`src/rtl/uart_tx_buffered.sv`:
```
// uart_tx_buffered: FIFO-buffered 8N1 UART transmitter. Bytes written from the
// core's UART store path are queued and serialised LSB first with one start and
// one stop bit. Back-to-back frames are sent with no idle gap between them.
module uart_tx_buffered #(
    parameter int CLKS_PER_BIT = 434,
    parameter int FIFO_DEPTH   = 16
) (
    input  logic       sys_clk_i,
    input  logic       sys_rstn_i,
    input  logic       uart_wr_i,
    input  logic [7:0] uart_dat_i,
    output logic       uart_tx,
    output logic       fifo_full_o,
    output logic       fifo_empty_o,
    output logic       busy_o,
    output logic       overflow_o
);
    localparam int PTR_W  = $clog2(FIFO_DEPTH);
    localparam int CNT_W  = PTR_W + 1;
    localparam int BAUD_W = $clog2(CLKS_PER_BIT);

    localparam logic [PTR_W-1:0]  PTR_ONE   = PTR_W'(1);
    localparam logic [CNT_W-1:0]  CNT_ONE   = CNT_W'(1);
    localparam logic [CNT_W-1:0]  CNT_FULL  = CNT_W'(FIFO_DEPTH);
    localparam logic [BAUD_W-1:0] BAUD_ONE  = BAUD_W'(1);
    localparam logic [BAUD_W-1:0] BAUD_LAST = BAUD_W'(CLKS_PER_BIT - 1);

    typedef enum logic [1:0] {IDLE, START, DATA, STOP} state_t;

    state_t            state, state_nx;
    logic [BAUD_W-1:0] baud_cnt, baud_nx;
    logic [2:0]        bit_idx, bit_nx;
    logic [7:0]        shift_reg, shift_nx;
    logic              tx_nx;

    logic [7:0]        mem [FIFO_DEPTH];
    logic [PTR_W-1:0]  rd_ptr, rd_nx;
    logic [PTR_W-1:0]  wr_ptr, wr_nx;
    logic [CNT_W-1:0]  count, count_nx;

    logic              push;
    logic              pop;
    logic              baud_last;

    assign baud_last = (baud_cnt == BAUD_LAST);

    // Serialiser next state, FIFO pop/push decisions and the next line value.
    always_comb begin
        state_nx = state;
        baud_nx  = baud_cnt;
        bit_nx   = bit_idx;
        shift_nx = shift_reg;
        pop      = 1'b0;

        case (state)
            IDLE: begin
                baud_nx = '0;
                if (!fifo_empty_o) begin
                    pop      = 1'b1;
                    shift_nx = mem[rd_ptr];
                    state_nx = START;
                end
            end
            START: begin
                if (baud_last) begin
                    baud_nx  = '0;
                    bit_nx   = '0;
                    state_nx = DATA;
                end else begin
                    baud_nx = baud_cnt + BAUD_ONE;
                end
            end
            DATA: begin
                if (baud_last) begin
                    baud_nx  = '0;
                    shift_nx = {1'b0, shift_reg[7:1]};
                    if (bit_idx == 3'd7) begin
                        state_nx = STOP;
                    end else begin
                        bit_nx = bit_idx + 3'd1;
                    end
                end else begin
                    baud_nx = baud_cnt + BAUD_ONE;
                end
            end
            STOP: begin
                if (baud_last) begin
                    baud_nx = '0;
                    // Chain straight into the next start bit when data is waiting.
                    if (!fifo_empty_o) begin
                        pop      = 1'b1;
                        shift_nx = mem[rd_ptr];
                        state_nx = START;
                    end else begin
                        state_nx = IDLE;
                    end
                end else begin
                    baud_nx = baud_cnt + BAUD_ONE;
                end
            end
            default: state_nx = IDLE;
        endcase

        // The line is registered from the next state so it never glitches.
        tx_nx = 1'b1;
        if (state_nx == START) begin
            tx_nx = 1'b0;
        end else if (state_nx == DATA) begin
            tx_nx = shift_nx[0];
        end

        // A write into a full FIFO is still accepted if a slot frees this edge.
        push  = uart_wr_i && (!fifo_full_o || pop);
        wr_nx = push ? (wr_ptr + PTR_ONE) : wr_ptr;
        rd_nx = pop  ? (rd_ptr + PTR_ONE) : rd_ptr;

        count_nx = count;
        if (push && !pop) begin
            count_nx = count + CNT_ONE;
        end else if (!push && pop) begin
            count_nx = count - CNT_ONE;
        end
    end

    // Control state, pointers, registered flags and the serial line.
    always_ff @(posedge sys_clk_i or negedge sys_rstn_i) begin
        if (!sys_rstn_i) begin
            state        <= IDLE;
            baud_cnt     <= '0;
            bit_idx      <= '0;
            rd_ptr       <= '0;
            wr_ptr       <= '0;
            count        <= '0;
            uart_tx      <= 1'b1;
            fifo_full_o  <= 1'b0;
            fifo_empty_o <= 1'b1;
            busy_o       <= 1'b0;
            overflow_o   <= 1'b0;
        end else begin
            state        <= state_nx;
            baud_cnt     <= baud_nx;
            bit_idx      <= bit_nx;
            rd_ptr       <= rd_nx;
            wr_ptr       <= wr_nx;
            count        <= count_nx;
            uart_tx      <= tx_nx;
            fifo_full_o  <= (count_nx == CNT_FULL);
            fifo_empty_o <= (count_nx == '0);
            busy_o       <= (state_nx != IDLE) || (count_nx != '0);
            overflow_o   <= overflow_o | (uart_wr_i & ~push);
        end
    end

    // Byte storage and shift register carry data only and need no reset.
    always_ff @(posedge sys_clk_i) begin
        shift_reg <= shift_nx;
        if (push) begin
            mem[wr_ptr] <= uart_dat_i;
        end
    end
endmodule

```
`config.mk`:
```
export PLATFORM = sky130hd
export DESIGN_NAME = uart_tx_buffered
export DESIGN_NICKNAME = d
export VERILOG_FILES = /design/src/rtl/uart_tx_buffered.sv
export SDC_FILE = /design/constraint.sdc
export NUM_CORES = 1
export LEC_CHECK = 0
export CELL_PAD_IN_SITES_DETAIL_PLACEMENT = 2
export CELL_PAD_IN_SITES_GLOBAL_PLACEMENT = 2
export CORE_MARGIN = 2
export CORE_UTILIZATION = 39
export DETAILED_ROUTE_END_ITERATION = 16
export PLACE_DENSITY_LB_ADDON = 0.1
export SLEW_MARGIN = 10
export SYNTH_ARGS = -nofsm -noshare
export SYNTH_HDL_FRONTEND = slang
export SYNTH_SLANG_ARGS = --single-unit
```
`constraint.sdc`:
```
create_clock -name sys_clk_i -period 2.15 [get_ports sys_clk_i]
set_clock_uncertainty 0.05 [all_clocks]
set_input_delay 0.43 -clock sys_clk_i [delete_from_list [all_inputs] [get_ports sys_clk_i]]
set_output_delay 0.43 -clock sys_clk_i [all_outputs]
set_load 0.02 [all_outputs]
```
=== Yosys cells after proc, flatten, opt, wreduce, memory -nomap -nowiden ===
Memory sizes are Yosys's and may differ from the RTL's.
Index checks and enable logic that the tools add are counted.

* Output and inout bits: 5
* Word-level logic and storage cells: 78
* Input port bits: 11
* Register bits after elaboration: 40
* RAM bits: 128
* Memories: 1

{| class="wikitable"
|+ Memories
! name !! words !! width !! rd ports !! clocked after Yosys merged registers in !! write ports !! RTL line !! RTL
|-
| mem || 16 || 8 || 1 || 0 || 1 || 36 || <nowiki>logic [7:0] mem [FIFO_DEPTH];</nowiki>
|}

* Mux-type cells: 26
* Equality and inequality tests: 12
* Bitwise gates (word level): 3
* Reduce and logical (&&, ||, !) cells: 17
* $add $sub $neg: 6

{| class="wikitable"
|+ Operator list
! kind !! count
|-
| two-way mux 8 bit || 3
|-
| case mux 8 bit (3 select lines) || 1
|-
| case mux 9 bit (2 select lines) || 1
|-
| two-way mux 2 bit || 5
|-
| two-way mux 5 bit || 2
|-
| adder 9 x 1 -> 9 bit (second input constant) || 1
|-
| == test 9 bit (second input constant) || 1
|-
| two-way mux 3 bit || 3
|-
| two-way mux 9 bit || 1
|-
| adder 4 x 1 -> 4 bit (second input constant) || 2
|-
| != test 2 bit (second input constant) || 4
|-
| case mux 2 bit (4 select lines) || 1
|-
| two-way mux 1 bit || 7
|-
| == test 2 bit (second input constant) || 3
|-
| case mux 3 bit (2 select lines) || 1
|-
| adder 5 x 1 -> 5 bit (second input constant) || 1
|-
| == test 5 bit (second input constant) || 1
|-
| zero test 5 bit || 1
|-
| nonzero test 5 bit || 1
|-
| subtractor 5 x 1 -> 5 bit (second input constant) || 1
|-
| == test 2 x 1 -> 1 bit (second input constant) || 2
|-
| AND reduction 4 bit || 1
|-
| nonzero test 2 bit || 2
|-
| adder 3 x 1 -> 3 bit (second input constant) || 1
|-
| 12 further kinds || 17
|}

=== Longest topological paths before layout ===
* Depth after elaboration: 11
* Depth in mapped cells: 10
* Mapped depth without buffers: 8

=== Worst setup path before layout ===
Ideal clock, no wire load.

* Path kind: flip-flop to flip-flop
* Start point: reg state[0]
* End point: mem mem[12][0], enable pin
* Stages on the path, launching flop included: 9
* Data arrival time: 1963 ps
* Library setup time: 331 ps
* Path slack: -194 ps
* Path buffers: 1
* Cells stage by stage: dfrtp_1 inv_1 ha_1 nor3b_1 a32oi_2 nand2_1 and2_1 buf_2 and4_1

* Longest elaborated chain between the ends: 6
* Elaborated cells on any way between the ends: 7

{| class="wikitable"
|+ RTL lines
! what !! RTL line !! RTL
|-
| from (decl) || 30 || <nowiki>state_t state, state_nx;</nowiki>
|-
| from (signal assigned) || 140 || <nowiki>state <= state_nx;</nowiki>
|-
| == test 2 bit / zero test 2 bit (equally long branches) || 55 || <nowiki>case (state)</nowiki>
|-
| case mux 1 bit (2 select lines) (*) || 55 ||
|-
| logical OR 1 bit (*) || 113 || <nowiki>push = uart_wr_i && (!fifo_full_o || pop);</nowiki>
|-
| logical AND 1 bit (*) || 113 ||
|-
| two-way mux 1 bit (*) || 157 || <nowiki>if (push) begin</nowiki>
|-
| two-way mux 1 bit (not written as such) (*) || 158 || <nowiki>mem[wr_ptr] <= uart_dat_i;</nowiki>
|-
| to (decl) || 36 ||
|}

Mark *: on every way between the ends. The rest lies on a longest branch, timed or not.

=== Worst setup path after layout ===
* Start point: reg baud_cnt[1]
* End point: reg fifo_full_o

* Longest elaborated chain between the ends: 10
* Elaborated cells on any way between the ends: 12

{| class="wikitable"
|+ RTL lines
! what !! RTL line !! RTL
|-
| from (decl) || 31 || <nowiki>logic [BAUD_W-1:0] baud_cnt, baud_nx;</nowiki>
|-
| from (signal assigned) || 141 || <nowiki>baud_cnt <= baud_nx;</nowiki>
|-
| == test 9 bit (*) || 45 || <nowiki>assign baud_last = (baud_cnt == BAUD_LAST);</nowiki>
|-
| two-way mux 1 bit (*) || 87 || <nowiki>if (baud_last) begin</nowiki>
|-
| case mux 1 bit (2 select lines) (*) || 55 ||
|-
| logical OR 1 bit || 113 ||
|-
| logical AND 1 bit || 113 ||
|-
| zero test 1 bit || 120 || <nowiki>end else if (!push && pop) begin</nowiki>
|-
| logical AND 1 bit || 120 ||
|-
| two-way mux 5 bit || 120 ||
|-
| two-way mux 5 bit (*) || 118 || <nowiki>if (push && !pop) begin</nowiki>
|-
| == test 5 bit (*) || 147 || <nowiki>fifo_full_o <= (count_nx == CNT_FULL);</nowiki>
|-
| to (signal assigned) || 147 ||
|-
| to (decl) || 13 || <nowiki>output logic fifo_full_o,</nowiki>
|}

Marks and branches as above.
A chain may end at the register's enable or synchronous reset.

==> results by group <==
Floorplanning
  – Die height: 140 um
  – Starting Density: 0.400
  – FP Rows: 49
  – Top Ports: 16
  – Die W: 140 um
  – Core ar.: 18,000 um^2
  – Die area: 19,600 um^2

Clock network
  – Sink Count: 168
  – Clk pin slew, worst setup/hold paths: 70 ps
  – Clock Tree Root: clkbuf_16
  – CTS tree: done
  – Max Root-Sink Buffers: 2
  – Number of CTS-inserted buffers: 17
  – Clock latency on the worst-skew pair: 430 ps
  – CTS Hold Buffers Added: 0
  – H-tree depth: 4

Yosys
  – Ys async rst share: 0.190
  – Number of cells produced by synthesis: 440
  – Synth Warn #: 0
  – Post-synthesis sequential area ratio: 0.676
  – Synthesized flop and latch total: 168
  – Syn nets: 467
  – Most used DFF post-synth: edfxtp_1
  – Post-synth top area cell: edfxtp_1
  – Unique masters post-synth: 63
  – Yosys top cell area share: 0.562
  – Synth Area per Inst: 16.4 um^2
  – Post-synth EDFFs: 135
  – Ranking of synthesized cells by area: edfxtp_1, dfrtp_1, mux4_2
  – Syn Std Cell Area: 7210 um^2

Critical path
  – Max stage delay on crit path: 360 ps
  – Critical path class: flop to flop
  – CP Max Fanout: 6
  – Reg2Reg Setup Slack: -50 ps
  – Critical path's slowest cell: dfrtp_1
  – Worst Setup End Kind: flop
  – CP Buf/Inv Count: 1
  – Worst EP required: 2430 ps
  – CP arrival: 2470 ps
  – Worst-path cell chain: inv_1 -> ha_2 -> and4b_4 -> a31oi_4 -> and4bb_2 -> o21a_1 -> o22ai_2 -> and3b_1
  – Delay-heaviest family, CP: simple AND/OR/NAND/NOR gates
  – CP startpoint kind: flop
  – R2R cell count: 8
  – Reg2reg start: baud_cnt[1]
  – Reg2Reg Capture Point: fifo_full_o
  – Setup crit start: baud_cnt[1]

Place
  – Post-DP HPWL: 12,700 um
  – Post-Place Setup Slack: -140 ps
  – Placer congestion estimate: 0.782
  – IO Port Bufs: 15

Run status
  – Run status: complete, but fails checks
  – Failing checks: setup timing

Run
  – Max-cap violations: 0

Global routing
  – Initial antenna violation count: 0
  – Vias in the first global route: 4,744
  – Global Route Usage Sum: 0.206
  – Total grt overflow: 0
  – Pin count of the biggest net entering global routing: 33
  – First-pass GRT wire length: 29,800 um

Pwr
  – Leak: 3.21 nW
  – Worst VDD drop: 0.720 mV
  – Power Density: 1330 nW/um^2

Timing
  – Fin crit period: 2200 ps
  – Slew headroom: 0.455
  – Slew Limit Fails: 0
  – Crit share post-route: 1.02
  – Max frequency: 455 MHz
  – Final setup margin: -46.6 ps
  – Final setup fails: 4
  – Worst-Margin Slew: 814 ps
  – RSZ-0062 raised after global routing: true
  – Final hold violations: 0
  – Setup TNS: -86.0 ps

Final layout
  – Register area: 4880 um^2
  – Fill count: 1,663
  – Layout cell share with drive strength beyond 1: 0.366
  – Final core utilization: 0.501
  – Largest register FFs: 128
  – Final nets: 544
  – Multi-input gate area: 2520 um^2
  – # diodes: 0
  – Area delta synth->final: 25.2%

Detailed routing
  – Drt initial violations: 180
  – Vias: 4,238
  – Drt total wl: 19,100 um
  – DRT antenna net count: 0
  – Mean number of vias per cell: 5.58
  – Drt wl/cell: 25.2 um
  – DRC errors left: 0
  – Initial DRT Pass Iterations: 4

Hold path
  – Min-delay worst type: primary input to async pin
worst register-to-register path: cells and delay by family, from the launching register on:
| kind | cells | cell delay [ps] |
|---|---|---|
| DFF | 1 | 360 |
| and+or+nand+nor | 3 | 730 |
| AOI/OAI and AO/OA | 3 | 730 |
| adders and majority gates | 1 | 170 |
| buffers and inverters | 1 | 50 |
per-stage QoR:
| step | power (W) | hold slack, ps | cell area, um^2 | std cells |
|---|---|---|---|---|
| after floorplan | 0.00668 | 84.4 | 7270 | 440 |
| after global placement | 0.00804 | 397 | 8010 | 710 |
| after detailed placement | 0.00821 | 411 | 8010 | 710 |
| after CTS | 0.0117 | 373 | 8810 | 749 |
| after global routing | 0.0126 | 399 | 9030 | 759 |
| final | 0.0120 | 358 | 9030 | 759 |
synthesized netlist by cell type, drive strengths merged (6+ instances only):
cell    instances
clkbuf          8
dfrtp          30
inv            11
a21oi           7
mux4           31
a32oi           7
and3           11
a22o            9
mux2i           7
and2            7
nor2           27
nor3            7
edfxtp        135
buf            11
o21ai          18
ha             16
xnor2          11
nand2          24
a221oi          6
cell usage in the layout (no fill, tap or decap), drive strengths merged, types with 7 or more instances in the layout:
master	instances
edfxtp	135
buf	61
mux4	31
dfrtp	30
nor2	27
nand2	24
inv	21
o21ai	18
clkbuf	17
ha	16
clkdlybuf4s50	14
xnor2	11
and3	11
a22o	9
mux2i	7
a32oi	7
a21oi	7
and2	7
nor3	7
timing repair:
| action | CTS | global route |
|---|---|---|
| setup buffers | 6 | 10 |
| gates cloned | 1 | 0 |
| pin swaps | 9 | 12 |
| endpoints found under the setup margin | 140 | 146 |
| resized for setup | 38 | 28 |
worst max path at each step:
| stage | endpoint | slack (ps) | cells past startpoint |
|---|---|---|---|
| after CTS | shift_reg[7] | -20 | 5 |
| after global routing | fifo_full_o | -150 | 8 |
| after global placement | fifo_full_o | -80 | 7 |
| after floorplan | fifo_full_o | 40 | 8 |
| after detailed placement | mem[9][4] | -140 | 5 |
| final | fifo_full_o | -50 | 8 |
kinds of logic after synthesis:
group | count (synthesis) | synth area share
AO/OA/AOI/OAI | 68 | 0.0727
XOR/XNOR | 13 | 0.0158
adder cells (fa/ha/maj) | 16 | 0.0278
buffers and inverters | 30 | 0.0196
flip-flops | 168 | 0.676
multiplexers | 39 | 0.108
AND/OR/NAND/NOR | 106 | 0.0800
routing by layer:
metal,up-vias,global-route usage,share of wire
met5,-,0,0
li1,1904,-,-
met2,65,0.339,0.50
met1,2256,0.286,0.46
met3,13,0.0373,0.031
met4,0,0.0495,0.0091
layout make-up:
cell class | count | share of cell area
sequential | 168 | 0.540
multi-input combinational | 242 | 0.279
tap | 229 | 0.0317
clock inverter | 15 | 0.0175
inverter | 11 | 0.00457
clock buffer | 17 | 0.0471
timing repair buffer | 77 | 0.0805
where the power goes:
group / total [W] / switching, W / internal, W
logic: 0.00442 / 0.00221 / 0.00221
registers: 0.00451 / 0.000449 / 0.00406
clock network: 0.00307 / 0.00142 / 0.00165
(Power assumes the default switching activity.)
